==> src/rtl/mm_sequencer.sv <==
// mm_sequencer: sequences one 3x3 matrix multiply through an external systolic array.
// Ports: clk, reset (sync, active-high); load_we/load_sel/load_addr/load_data write
// A (sel=0) or B (sel=1) elements row-major while idle; start/accum request a run;
// busy/done report progress; arr_clr clears the array; arr_a1..3 feed rows from the
// left edge and arr_b1..3 feed columns from the top edge, skewed one cycle per row/column.
// Optional macro MM_SEQ_ACCUM_EN: start with accum=1 skips the clear so the run adds A*B
// onto the existing array results.
module mm_sequencer #(
   parameter int data_size = 8
) (
   input  logic                 clk,
   input  logic                 reset,
   input  logic                 load_we,
   input  logic                 load_sel,
   input  logic [3:0]           load_addr,
   input  logic [data_size-1:0] load_data,
   input  logic                 start,
   input  logic                 accum,
   output logic                 busy,
   output logic                 done,
   output logic                 arr_clr,
   output logic [data_size-1:0] arr_a1,
   output logic [data_size-1:0] arr_a2,
   output logic [data_size-1:0] arr_a3,
   output logic [data_size-1:0] arr_b1,
   output logic [data_size-1:0] arr_b2,
   output logic [data_size-1:0] arr_b3
);
   typedef enum logic [2:0] {IDLE, CLR, FEED, DRAIN, DONE} state_e;
   state_e               state_q, state_d;
   logic [2:0]           t_q, t_d;
   logic                 busy_q, busy_d, done_q, done_d, clr_q, clr_d;
   logic [data_size-1:0] mat_a_q [9];
   logic [data_size-1:0] mat_b_q [9];
   logic [data_size-1:0] fa_q [3];
   logic [data_size-1:0] fa_d [3];
   logic [data_size-1:0] fb_q [3];
   logic [data_size-1:0] fb_d [3];
   logic                 wr;
`ifndef MM_SEQ_ACCUM_EN
   logic                 unused_accum;
   assign unused_accum = accum;
`endif
   // a start in the same cycle wins over a write
   assign wr = (state_q == IDLE) && load_we && !start && (load_addr <= 4'd8);
   always_comb begin
      state_d = state_q;
      t_d     = t_q;
      case (state_q)
         IDLE: if (start) begin
            t_d = '0;
`ifdef MM_SEQ_ACCUM_EN
            state_d = accum ? FEED : CLR;
`else
            state_d = CLR;
`endif
         end
         CLR: begin
            state_d = FEED;
            t_d     = '0;
         end
         FEED: begin
            t_d     = t_q + 3'd1;
            state_d = (t_q == 3'd4) ? DRAIN : FEED;
         end
         DRAIN: begin
            t_d     = t_q + 3'd1;
            state_d = (t_q == 3'd6) ? DONE : DRAIN;
         end
         DONE:    state_d = IDLE;
         default: state_d = IDLE;
      endcase
   end
   // outputs are computed from the next state so they appear registered in that state
   assign busy_d = (state_d == CLR) || (state_d == FEED) || (state_d == DRAIN);
   assign done_d = state_d == DONE;
   assign clr_d  = state_d == CLR;
   // row i sees A[i][t-i], column j sees B[t-j][j]; out-of-range terms are zero
   always_comb begin
      logic [2:0] k;
      for (int i = 0; i < 3; i++) begin
         k       = t_d - 3'(i);
         fa_d[i] = '0;
         fb_d[i] = '0;
         if ((state_d == FEED || state_d == DRAIN) && t_d >= 3'(i) && k <= 3'd2) begin
            fa_d[i] = mat_a_q[4'(3 * i) + {1'b0, k}];
            fb_d[i] = mat_b_q[4'(3 * k) + 4'(i)];
         end
      end
   end
   always_ff @(posedge clk) begin
      if (reset) begin
         state_q <= IDLE;
         t_q     <= '0;
         busy_q  <= 1'b0;
         done_q  <= 1'b0;
         clr_q   <= 1'b0;
         for (int i = 0; i < 9; i++) begin
            mat_a_q[i] <= '0;
            mat_b_q[i] <= '0;
         end
         for (int i = 0; i < 3; i++) begin
            fa_q[i] <= '0;
            fb_q[i] <= '0;
         end
      end else begin
         state_q <= state_d;
         t_q     <= t_d;
         busy_q  <= busy_d;
         done_q  <= done_d;
         clr_q   <= clr_d;
         fa_q    <= fa_d;
         fb_q    <= fb_d;
         if (wr && load_sel) mat_b_q[load_addr] <= load_data;
         if (wr && !load_sel) mat_a_q[load_addr] <= load_data;
      end
   end
   assign busy    = busy_q;
   assign done    = done_q;
   assign arr_clr = clr_q;
   assign arr_a1  = fa_q[0];
   assign arr_a2  = fa_q[1];
   assign arr_a3  = fa_q[2];
   assign arr_b1  = fb_q[0];
   assign arr_b2  = fb_q[1];
   assign arr_b3  = fb_q[2];
endmodule

==> config.mk <==
export PLATFORM = sky130hd
export DESIGN_NAME = mm_sequencer
export DESIGN_NICKNAME = d
export VERILOG_FILES = /design/src/rtl/mm_sequencer.sv
export SDC_FILE = /design/constraint.sdc
export NUM_CORES = 1
export LEC_CHECK = 0
export CAP_MARGIN = 0
export CORE_UTILIZATION = 61
export DETAILED_ROUTE_END_ITERATION = 10
export PLACE_DENSITY = 0.92
export SETUP_SLACK_MARGIN = 0.2
export SLEW_MARGIN = 20
export SYNTH_ARGS = -nofsm -noshare
export SYNTH_HDL_FRONTEND = slang
export SYNTH_SLANG_ARGS = --single-unit
==> constraint.sdc <==
create_clock -name clk -period 6.7 [get_ports clk]
set_input_delay 1.34 -clock clk [delete_from_list [all_inputs] [get_ports clk]]
set_output_delay 1.34 -clock clk [all_outputs]
set_load 0.005 [all_outputs]
Word level (Yosys, flattened, before mapping)

Memory sizes are Yosys's and may differ from the RTL's. A register that Yosys moved wholly into a read port is not among the register bits.
Cells that the tools add are included.

Output and inout port bits: 51
Input port bits: 18
Bits in latches: 0
Logic and storage cells: 79
Memories kept: 2
RAM bits: 144
Register bits: 9
ROM bits: 0

Memory list:

| name    | depth | bits a word | read ports | clocked after memory_dff | write ports | line | source |
|---|---|---|---|---|---|---|---|
| mat_a_q | 9     | 8           | 3          | 3                        | 9           | 33   | `logic [data_size-1:0] mat_a_q [9];` |
| mat_b_q | 9     | 8           | 3          | 3                        | 9           | 34   | `logic [data_size-1:0] mat_b_q [9];` |

Reductions and logical operators: 23
Eq/ne operators: 9
Multiply operators: 3
Divide/modulo/power cells: 0
Bitwise gates (word level): 3
Add/sub/neg operators: 7
Muxes and demuxes: 20
$lt $le $gt $ge: 7
Shifts and indexed selects: 0

Operators with widths:

| kind                | number |
|---|---|
| $mux 8              | 2 |
| $reduce_or 8->1     | 2 |
| $eq 3x2->1 const B  | 4 |
| $mul 2x3->4 const A | 3 |
| $pmux 3 s4          | 1 |
| $logic_and 1x1->1   | 11 |
| $mux 1              | 11 |
| $eq 3x3->1 const B  | 3 |
| $le 3x2->1 const B  | 3 |
| $mux 3              | 3 |
| $pmux 3 s3          | 1 |
| $mux 4              | 2 |
| $reduce_or 2->1     | 4 |
| $eq 3x1->1 const B  | 2 |
| $ge 3x1->1 const B  | 2 |
| $add 2x3->4 const A | 1 |
| $add 3x3->4 const A | 1 |
| $add 4x1->4 const B | 1 |
| $add 4x2->4 const B | 1 |
| $le 4x4->1 const B  | 1 |
| $add 3x1->3 const B | 1 |
| $ge 3x2->1 const B  | 1 |
| $logic_not 3->1     | 1 |
| $logic_or 1x1->1    | 3 |
| other kinds (4)     | 7 |

Logic depth before layout (Yosys ltp)

Gate-level depths: netlist of the first run.

Word-level depth: 10
Depth in mapped cells: 21
Gate-level depth less buffers: 13

Worst setup path before layout of the first run

OpenSTA, ideal clock, no wires.

Path type: input -> register
Start: input start
End: register fb_q (netlist bit arr_b2[2]), read port of mat_b_q
Setup time: 0.121 ns
Stages: 15
Arrival: 5.080 ns
Path buffers: 6
Setup slack: 1.500 ns
Required time: 6.579 ns
Cell sequence: nor3_4 -> a211o_1 -> buf_6 -> clkbuf_1 -> buf_1 -> ha_1 -> clkbuf_1 -> inv_1 -> o21ai_0 -> ha_1 -> clkbuf_1 -> clkbuf_1 -> mux4_2 -> a211oi_1 -> nor3_1

Cells in the longest elaborated chain, start to end: 8
Elaborated cells on any way between the ends: 16
Those cells by class: add/sub: 2; mul: 1; order compare: 2; eq/ne: 2; mux: 4; bitwise: 1; reduce/logical: 4

Ends and longest elaborated chain:

| element                                                             | line | source |
|---|---|---|
| from (decl)                                                         | 17   | `input logic start,` |
| parallel branches: the longest is 8 deep, another holds $mul 2x3->4 | n/a  |  |
| to (decl)                                                           | 37   | `logic [data_size-1:0] fb_q [3];` |

Parallel ways; which one is timed is not known.
A chain may end at the register's enable or synchronous reset.

Worst setup path in the final report of the first run

Start: input start
End: register fb_q (netlist bit arr_b3[3]), read port of mat_b_q

Cells in the longest elaborated chain, start to end: 8
Elaborated cells on any way between the ends: 16
Those cells by class: add/sub: 2; mul: 1; order compare: 2; eq/ne: 2; mux: 4; bitwise: 1; reduce/logical: 4

Ends and longest elaborated chain:

| element |
|---|
| parallel branches: the longest is 8 deep, another holds $mul 2x3->4 |

Parallel ways; which one is timed is not known.

==> qor.csv, run 1 <==
stage,metric,value,unit
logic_synthesis,top_reg_cell synth,edfxtp_1,
power_and_ir_drop,leak pwr,6.808,nW
die,die area,26350,µm²
cells_and_area,synthesis-to-layout area growth,14.02,%
place,RePlAce Congestion,0.9082,
logic_synthesis,XOR/XNOR Fraction of Synth Area,0.3990,%
worst_setup_path,CP required,7.08,ns
cells_and_area,Post-Layout Inst Area,17880,µm²
detailed_routing,initial drt markers,1656,
die,I/O pin total,69,
detailed_routing,antenna-violating nets left,0,
worst_setup_path,Setup Crit Path Kind,primary input to flop,
power_and_ir_drop,internal power,3.502,mW
job,Max Cap Viol,0,
clocking,TritonCTS Sinks,313,
logic_synthesis,#FFs+latches synth,313,
power_and_ir_drop,power per cell area,264.3,nW/µm²
place,hpwl dp,26380,µm
logic_synthesis,synthesized cell area,15680,µm²
logic_synthesis,YS warnings,0,
logic_synthesis,top cell type's share of synthesized area,49.03,%
clocking,clock root buffer master,clkbuf_16,
clocking,cts hold-fix bufs,0,
clocking,worst skew pair latency,0.53,ns
clocking,clk slew on worst S/H paths,0.06,ns
timing,final setup vio count,0,
logic_synthesis,ys async rst share,0,%
logic_synthesis,Mean Syn Cell Area,11.57,µm²
global_route,All-Layer GR Usage,31.27,%
global_route,global-route wire length before repair,62070,µm
die,Die X,162.3,µm
global_route,met2 usage,53.77,%
logic_synthesis,most common cell in the netlist,edfxtp_1,
global_route,Most Crowded Layer GR,met2,
global_route,largest net degree at the start of global routing,67,
clocking,H-tree levels,2,
power_and_ir_drop,Comb pwr share,14.1,%
power_and_ir_drop,Clk pwr share,38.2,%
timing,Slew Limit Fails,0,
logic_synthesis,"Seq/Total Area, Yosys",56.31,%
power_and_ir_drop,Seq pwr share,47.7,%
worst_setup_path,maximum fanout along the worst path,57,
hold_path,Hold EP,state_q[2],
place,Place WS,0.8638,ns
power_and_ir_drop,Net Sw Frac,25.89,%
run_status,status,"finished, final reports clean",
timing,Setup TNS,0,ns
cells_and_area,layout cells sized above 1,11.74,%
timing,Tmin final,5.540,ns
logic_synthesis,main combinational cell family by area after synthesis,simple AND/OR/NAND/NOR gates,
clocking,CTS tree,yes,
logic_synthesis,Adder-Cell Fraction of Synth Area,1.006,%
die,Core Box Area,25180,µm²
hold_path,Min-Delay Path Class,flop to flop,
power_and_ir_drop,VDD IR-drop max,0.0002559,V
detailed_routing,Routed WL,40640,µm
worst_setup_path,arrival time at the worst endpoint,5.92,ns
worst_setup_path,Crit. End Element,flop,
timing,fin crit share,82.69,%
timing,final worst slack,1.160,ns
cells_and_area,fin util,70.99,%
global_route,initial antenna violation count,0,
timing,Worst Clk Skew,0.02752,ns
die,initial core utilization,62.26,%
logic_synthesis,Syn Inst Count,1355,
global_route,M1 GR Usage,37.74,%
die,Die Ht,162.3,µm
detailed_routing,drc violations,0,
logic_synthesis,"top cells by area, synth","edfxtp_1 (49%), dfxtp_1 (7.3%), and2_1 (6.0%), nor2_1 (5.1%), mux2i_1 (5.1%)",
worst_setup_path,r2r setup slk,1.70,ns
worst_setup_path,RR Endpoint,arr_b2[6],
power_and_ir_drop,sw power,1.223,mW
detailed_routing,Vias,11640,
timing,RSZ-0062 raised after global routing,false,
logic_synthesis,library cells used by synthesis,70,
hold_path,HP Start,t_q[2],
detailed_routing,WL per Instance,22.02,µm
global_route,grt ovf,0,
die,row count,58,
worst_setup_path,CP max stage cell,clkdlybuf4s50_1,
timing,Fin. Hold Viols,0,
logic_synthesis,Post-Synth Simple-Gate Area,17.93,%
logic_synthesis,leading cell types by count after synthesis,"edfxtp_1 (256), nor2_1 (215), and2_1 (150)",
clocking,setup repair bufs after CTS,0,
worst_setup_path,crit-path max cell delay,0.72,ns
logic_synthesis,mux share of post-synthesis cell area,11.72,%
timing,hold slack,0.5806,ns
clocking,post-CTS sizing,0,
cells_and_area,n_diodes,0,
worst_setup_path,R2R Path Start,t_q[0],
detailed_routing,DRT Pass-1 Iters,7,
clocking,cts bufs inserted,34,
logic_synthesis,Synth Area in Compound Gates,9.234,%
cells_and_area,fill count,1656,
hold_path,Hold Path Cell Cnt,2,
worst_setup_path,most frequent cell on the critical path,ha_1,
timing,f_max,0.1805,GHz
clocking,Bufs on Longest Clock Path,3,
timing,worst slew pin tran,1.164,ns
global_route,met3 Resource Use GR,5.107,%
place,IO buf count,67,
worst_setup_path,R2R depth,15,
worst_setup_path,list of cells traversed by the critical path,"clkdlybuf4s50_1, nor3_4, a211o_2, buf_4, inv_4, ha_1, inv_1, ha_1, xnor2_1, nor2b_1, a22o_1, a221o_1, nor2_1",
logic_synthesis,"area leader, netlist",edfxtp_1,
timing,relative slew slack,21.32,%
logic_synthesis,Post-synth EDFFs,256,
place,Placed Area,16850,µm²
worst_setup_path,CP Launch Type,primary input,
cells_and_area,NumNets Final,1520,
detailed_routing,DR vias/cell,6.305,
global_route,number of global-route vias before repair,11530,
[area by class of cell]
class	count	area (µm²)	area share, %
clock buffers	43	894.6	5.005
clock inverters	19	165.2	0.9239
inverters	9	36.28	0.2030
multi-input cells	1046	6746	37.74
flip-flops and latches	313	8830	49.39
well taps	330	412.9	2.310
repair buffers	86	790.8	4.424
[stage by stage]
stage | power (mW) | std cells
final | 4.725 | 1846
after global routing | 4.854 | 1846
after CTS | 4.714 | 1846
after detailed placement | 2.935 | 1784
after global placement | 2.899 | 1784
after floorplan | 2.753 | 1466
[per-layer routing]
layer | part of all wire [%] | wire, µm
met1 | 35 | 14320
met2 | 50 | 20150
met3 | 9.8 | 4002
met4 | 5.3 | 2171
met5 | 0 | 0
[state kept, by name, summed over array words and instances, names as in the netlist, 3 cells and up]
name     count
t_q          3
mat_a_q    128
arr_b3       8
state_q      3
arr_a3       8
arr_b2       8
arr_a1       8
arr_a2       8
mat_b_q    128
arr_b1       8
[critical path: cells and delay by family]
kind / cells / cell delay [ns]
buf+inv: 4 / 1.80
simple gates: 3 / 1.19
compound gates: 3 / 0.86
fa+ha+maj: 2 / 0.47
xor+xnor: 1 / 0.22
[power by group through the flow]
stage	clock network, mW	logic, mW	registers (mW)
6_report	1.80	0.668	2.25
5_1_grt	1.88	0.710	2.26
4_1_cts	1.81	0.651	2.25
3_5_place_dp	0	0.643	2.29
3_3_place_gp	0	0.615	2.28
2_1_floorplan	0	0.483	2.27
[worst max-delay path by stage]
stage                      from        end  slack, ns  depth (start not counted)
after detailed placement  start  arr_b3[2]       0.86                         13
after global routing      start  arr_b3[3]       0.90                         13
after global placement    start  arr_b3[4]        1.0                         13
final                     start  arr_b3[3]       1.16                         13
after floorplan           start  arr_b2[2]       1.50                         15
after CTS                 start  arr_b3[3]       1.34                         13
[logic make-up (layout without fill, tap and decap cells)]
logic type / after synthesis / after routing
xor+xnor: 5 / 5
buf+inv: 107 / 157
other cells: 1 / 112
compound gates: 202 / 202
mux: 142 / 142
fa+ha+maj: 12 / 12
flops: 313 / 313
simple gates: 573 / 573
[layout by cell type (no fill, tap or decap), drive strengths merged, types with 4 or more instances in the layout]
cell type and count:
clkdlybuf4s50 60, dfxtp 57, nand2 69, nand3 12, a31oi 9, a221o 5, nor3b 9, a22oi 13
nor2 217, o41ai 11, nor3 75, buf 26, or2 23, inv 12, clkinv 14, a21oi 40
mux2 32, a211oi 37, a211o 5, o211ai 9, o221a 4, o22ai 28, nand2b 5, ha 11
mux2i 80, xnor2 4, a32oi 5, mux4 30, o21ai 8, a22o 14, clkbuf 43, edfxtp 256
conb 112, and2 150
No activity file was read; power rests on OpenSTA's default activity.
==> run 2: changes to the inputs <==
==> constraint.sdc (replaced) <==
create_clock -name clk -period 5.1 [get_ports clk]
set_input_delay 1.02 -clock clk [delete_from_list [all_inputs] [get_ports clk]]
set_output_delay 1.02 -clock clk [all_outputs]
set_load 0.005 [all_outputs]
==> run 2 against run 1 <==
  * Critical path depth is the same
  * Utilization grew 0.76 points
  * Clock skew shrank 0.013 ns
  * Sequential share of layout area shrank 0.52 points
  * Largest cell class unchanged
  * Highest routed layer unchanged
  * First-iteration DRC count grew 3.5%
  * Worst setup slack lost 0.39 ns
  * Via count grew 0.41%
  * Critical path type unchanged
  * Largest power group unchanged
  * Clock power grew 39%
  * Wire length shrank 2.0%
  * Die area is the same
  * Final area grew 1.1%
==> qor.csv, run 2 (synthesis results as in run 1) <==
stage,metric,value,unit
run_status,status,"finished, final reports clean",
clocking,clk slew on worst S/H paths,0.06,ns
timing,Worst Clk Skew,0.01427,ns
power_and_ir_drop,leak pwr,6.915,nW
cells_and_area,Regs by FF count,"mat_a_q (128), mat_b_q (128)",
worst_setup_path,Setup Crit Path Kind,primary input to flop,
cells_and_area,synthesis-to-layout area growth,15.24,%
timing,worst slew pin tran,0.9334,ns
place,hpwl dp,26090,µm
clocking,H-tree levels,2,
worst_setup_path,Crit. End Element,flop,
detailed_routing,WL per Instance,21.41,µm
cells_and_area,layout cells sized above 1,12.81,%
clocking,post-CTS sizing,0,
detailed_routing,DR vias/cell,6.283,
global_route,global-route wire length before repair,61490,µm
power_and_ir_drop,"Power, Total",6.344,mW
worst_setup_path,CP Launch Type,primary input,
cells_and_area,NumNets Final,1534,
worst_setup_path,list of cells traversed by the critical path,"clkdlybuf4s50_1, nor3_4, a211o_2, buf_4, inv_4, ha_1, inv_1, ha_1, xnor2_1, nor2b_1, a22o_1, a221o_1, nor2_1",
worst_setup_path,crit-path leading delay family,buffers and inverters,
die,I/O pin total,69,
power_and_ir_drop,VDD IR-drop max,0.0003619,V
worst_setup_path,WP buf/inv,4,
die,row count,58,
cells_and_area,"commonest non-fill, non-tap cell in the layout",edfxtp_1,
global_route,largest net degree at the start of global routing,54,
timing,relative slew slack,37.69,%
clocking,cts hold-fix bufs,0,
power_and_ir_drop,power per cell area,351.1,nW/µm²
clocking,setup repair bufs after CTS,0,
timing,final setup vio count,0,
cells_and_area,n_diodes,0,
die,die area,26350,µm²
clocking,Bufs on Longest Clock Path,3,
cells_and_area,Sequential Area,8830,µm²
timing,fin crit share,84.91,%
detailed_routing,Routed WL,39820,µm
die,Die Ht,162.3,µm
timing,Slew Limit Fails,0,
timing,Tmin final,4.330,ns
place,RePlAce Congestion,0.8982,
clocking,TritonCTS Sinks,313,
detailed_routing,initial drt markers,1714,
cells_and_area,most frequent cells in the layout,"edfxtp_1 (256), nor2_1 (215), and2_1 (150), conb_1 (112), mux2i_1 (80)",
detailed_routing,Vias,11690,
die,Core Box Area,25180,µm²
timing,f_max,0.2309,GHz
detailed_routing,DRT Pass-1 Iters,6,
hold_path,HP Start,t_q[2],
worst_setup_path,CP Launch Point,start,
clocking,cts bufs inserted,34,
die,initial core utilization,62.26,%
cells_and_area,fill count,1623,
global_route,grt ovf,0,
cells_and_area,multi-input logic area,6740,µm²
hold_path,Min-Delay Path Class,flop to flop,
worst_setup_path,CP required,5.48,ns
timing,RSZ-0062 raised after global routing,false,
worst_setup_path,arrival time at the worst endpoint,4.71,ns
clocking,worst skew pair latency,0.53,ns
job,Max Cap Viol,0,
die,Die X,162.3,µm
worst_setup_path,CP max stage cell,nor2b_1,
detailed_routing,antenna-violating nets left,0,
worst_setup_path,most frequent cell on the critical path,ha_1,
clocking,clock root buffer master,clkbuf_16,
place,IO buf count,67,
worst_setup_path,maximum fanout along the worst path,40,
timing,Fin. Hold Viols,0,
global_route,All-Layer GR Usage,30.96,%
clocking,CTS tree,yes,
worst_setup_path,crit-path max cell delay,0.69,ns
timing,Setup TNS,0,ns
global_route,initial antenna violation count,0,
worst_setup_path,R2R Path Start,state_q[1],
global_route,number of global-route vias before repair,11450,
detailed_routing,drc violations,0,
## run 2: layout make-up
| type | instances | area share (%) |
|---|---|---|
| multi-input combinational | 1046 | 37.31 |
| sequential | 313 | 48.87 |
| tap | 330 | 2.285 |
| inverter | 9 | 0.2008 |
| clock inverter | 8 | 0.4017 |
| clock buffer | 54 | 5.976 |
| timing repair buffer | 100 | 4.958 |
## run 2: metrics by stage
step | worst slack (ns) | std cells | hold WS (ns) | instance area (µm²) | utilization (%)
after floorplan | 0.2631 | 1466 | 0.5229 | 16100 | -
after global placement | 0.5309 | 1798 | 0.5597 | 16950 | 67.31
after detailed placement | 0.4062 | 1798 | 0.5877 | 16950 | 67.29
after CTS | 0.9231 | 1860 | 0.5963 | 18100 | 71.87
after global routing | 0.6997 | 1860 | 0.6177 | 18070 | 71.75
final | 0.7696 | 1860 | 0.6099 | 18070 | 71.75
## run 2: metal layers
layer | GRT usage [%] | share of wire [%] | vias to the layer above
li1 | - | - | 5185
met1 | 37.25 | 36 | 5552
met2 | 51.90 | 49 | 764
met3 | 5.873 | 9.2 | 186
met4 | 18.40 | 6.2 | 0
met5 | 0 | 0 | -
## run 2: worst min-delay path: cells and delay by family (launching register included)
family	cells	cell delay (ns)
flip-flops	1	0.35
AND/OR/NAND/NOR	2	0.21
## run 2: power by group
group          internal [mW]  switching [mW]  leakage, nW
logic                  0.352           0.526         3.31
registers               2.90          0.0628         3.04
clock network           1.51           0.999        0.564
## run 2: final timing paths
check | endpoint | slack (ns) | cells past startpoint
setup / recovery | arr_b3[7] | 0.77 | 13
setup reg to reg | arr_b3[7] | 0.79 | 12
hold reg to reg | state_q[2] | 0.61 | 2
hold / removal | state_q[2] | 0.61 | 2
==> run 3: changes to the inputs <==
==> constraint.sdc (replaced) <==
create_clock -name clk -period 4.3 [get_ports clk]
set_input_delay 0.86 -clock clk [delete_from_list [all_inputs] [get_ports clk]]
set_output_delay 0.86 -clock clk [all_outputs]
set_load 0.005 [all_outputs]
==> run 3 against run 2 <==
  * Clock power grew 8.0%
  * Die area is the same
  * Count of clock-buffer cells in the layout shrank 7
  * Clock skew grew 0.0026 ns
  * Cell count grew 0.59%
  * Worst setup slack lost 0.28 ns
  * First-iteration DRC count grew 8.6%
  * Sequential share of layout area is essentially flat
  * Critical path type is now flop to flop
  * Highest routed layer unchanged
==> qor.csv, run 3 (synthesis results as in run 1) <==
stage,metric,value,unit
timing,RSZ-0062 raised after global routing,false,
cells_and_area,"commonest non-fill, non-tap cell in the layout",edfxtp_1,
clocking,cts hold-fix bufs,0,
power_and_ir_drop,Comb pwr share,14.5,%
worst_setup_path,Crit. End Element,flop,
cells_and_area,NumNets Final,1545,
worst_setup_path,r2r setup slk,0.48,ns
worst_setup_path,WP depth,12,
worst_setup_path,Setup Crit Path Kind,flop to flop,
timing,fin crit share,88.72,%
worst_setup_path,R2R depth,12,
global_route,grt ovf,0,
cells_and_area,n_diodes,0,
clocking,cts bufs inserted,34,
worst_setup_path,CP max stage cell,dfxtp_2,
die,Core Box Area,25180,µm²
place,RePlAce Congestion,0.9286,
power_and_ir_drop,leak pwr,6.927,nW
detailed_routing,Vias,11670,
die,Die Ht,162.3,µm
detailed_routing,initial drt markers,1862,
power_and_ir_drop,power per cell area,402.8,nW/µm²
worst_setup_path,maximum fanout along the worst path,17,
die,initial core utilization,62.26,%
global_route,All-Layer GR Usage,31.31,%
cells_and_area,Post-Layout Inst Area,18060,µm²
worst_setup_path,arrival time at the worst endpoint,4.21,ns
clocking,CTS tree,yes,
clocking,post-CTS sizing,0,
detailed_routing,drc violations,0,
timing,Tmin final,3.815,ns
worst_setup_path,CP required,4.70,ns
clocking,TritonCTS Sinks,313,
detailed_routing,DRT Pass-1 Iters,6,
cells_and_area,synthesis-to-layout area growth,15.21,%
detailed_routing,antenna-violating nets left,0,
die,die area,26350,µm²
global_route,largest net degree at the start of global routing,77,
worst_setup_path,crit-path leading delay family,compound AO/OA/AOI/OAI gates,
timing,Slew Limit Fails,0,
timing,Fin. Hold Viols,0,
clocking,Bufs on Longest Clock Path,3,
power_and_ir_drop,internal power,5.379,mW
cells_and_area,fin util,71.73,%
power_and_ir_drop,Net Sw Frac,26.07,%
place,hpwl dp,26440,µm
hold_path,Min-Delay Path Class,flop to flop,
timing,relative slew slack,51.21,%
clocking,H-tree levels,2,
timing,hold slack,0.6390,ns
hold_path,Hold Path Cell Cnt,2,
detailed_routing,WL per Instance,21.59,µm
clocking,setup repair bufs after CTS,0,
run_status,status,"finished, final reports clean",
clocking,worst skew pair latency,0.53,ns
place,IO buf count,67,
job,Max Cap Viol,0,
timing,Setup TNS,0,ns
place,Place WS,0.06582,ns
cells_and_area,Regs by FF count,"mat_a_q (128), mat_b_q (128)",
worst_setup_path,WP buf/inv,3,
die,I/O pin total,69,
global_route,global-route wire length before repair,62410,µm
detailed_routing,Routed WL,40390,µm
die,row count,58,
power_and_ir_drop,sw power,1.897,mW
cells_and_area,fill count,1689,
die,Die X,162.3,µm
cells_and_area,layout cells sized above 1,13.24,%
power_and_ir_drop,Seq pwr share,48.2,%
timing,final worst slack,0.4849,ns
cells_and_area,most frequent cells in the layout,"edfxtp_1 (256), nor2_1 (215), and2_1 (150), conb_1 (112), mux2i_1 (80)",
timing,Worst Clk Skew,0.01690,ns
worst_setup_path,CP Launch Type,flop,
detailed_routing,DR vias/cell,6.235,
global_route,initial antenna violation count,0,
clocking,clock root buffer master,clkbuf_16,
power_and_ir_drop,Clk pwr share,37.2,%
timing,f_max,0.2621,GHz
clocking,clk slew on worst S/H paths,0.06,ns
worst_setup_path,crit-path max cell delay,0.52,ns
global_route,number of global-route vias before repair,11400,
power_and_ir_drop,VDD IR-drop max,0.0004077,V
timing,worst slew pin tran,0.7292,ns
place,Placed Area,17070,µm²
timing,final setup vio count,0,
worst_setup_path,list of cells traversed by the critical path,"inv_1, ha_1, and3b_1, a211o_2, buf_4, nor2_4, xnor2_1, ha_2, buf_12, mux4_2, a211oi_1, nor3_1",
run 3: routing by layer:
layer	part of all wire (%)	track usage, %
met1	36	39.11
met2	50	53.48
met3	8.2	4.392
met4	5.5	15.48
met5	0	0
run 3: final timing paths:
check          from         to
max          t_q[0]  arr_b2[6]
max reg2reg  t_q[0]  arr_b2[6]
min reg2reg  t_q[2]       done
min          t_q[2]       done
run 3: power groups by stage:
stage                     Clock, mW  Combinational, mW  Sequential [mW]
after floorplan                   0              0.771             3.54
after global placement            0              0.991             3.56
after detailed placement          0               1.03             3.57
after CTS                      2.72               1.04             3.51
after global routing           2.84               1.13             3.52
final                          2.71               1.06             3.51
run 3: worst min-delay path, delay by kind of cell (launching register included):
kind | cells | cell delay [ns]
flops | 1 | 0.36
simple gates | 2 | 0.23
run 3: layout make-up:
cell class	count	area [µm²]	area share [%]
Clock buffer	47	919.6	5.091
Clock inverter	15	100.1	0.5542
Timing Repair Buffer	111	1021	5.653
Sequential cell	313	8830	48.88
Inverter	9	36.28	0.2009
Multi-Input combinational cell	1046	6743	37.33
Tap cell	330	412.9	2.286
run 3: metrics by stage:
step | cells | total power, mW
CTS | 1871 | 7.264
finish | 1871 | 7.276
detailed placement | 1809 | 4.599
global route | 1871 | 7.497
floorplan | 1466 | 4.309
global placement | 1809 | 4.553
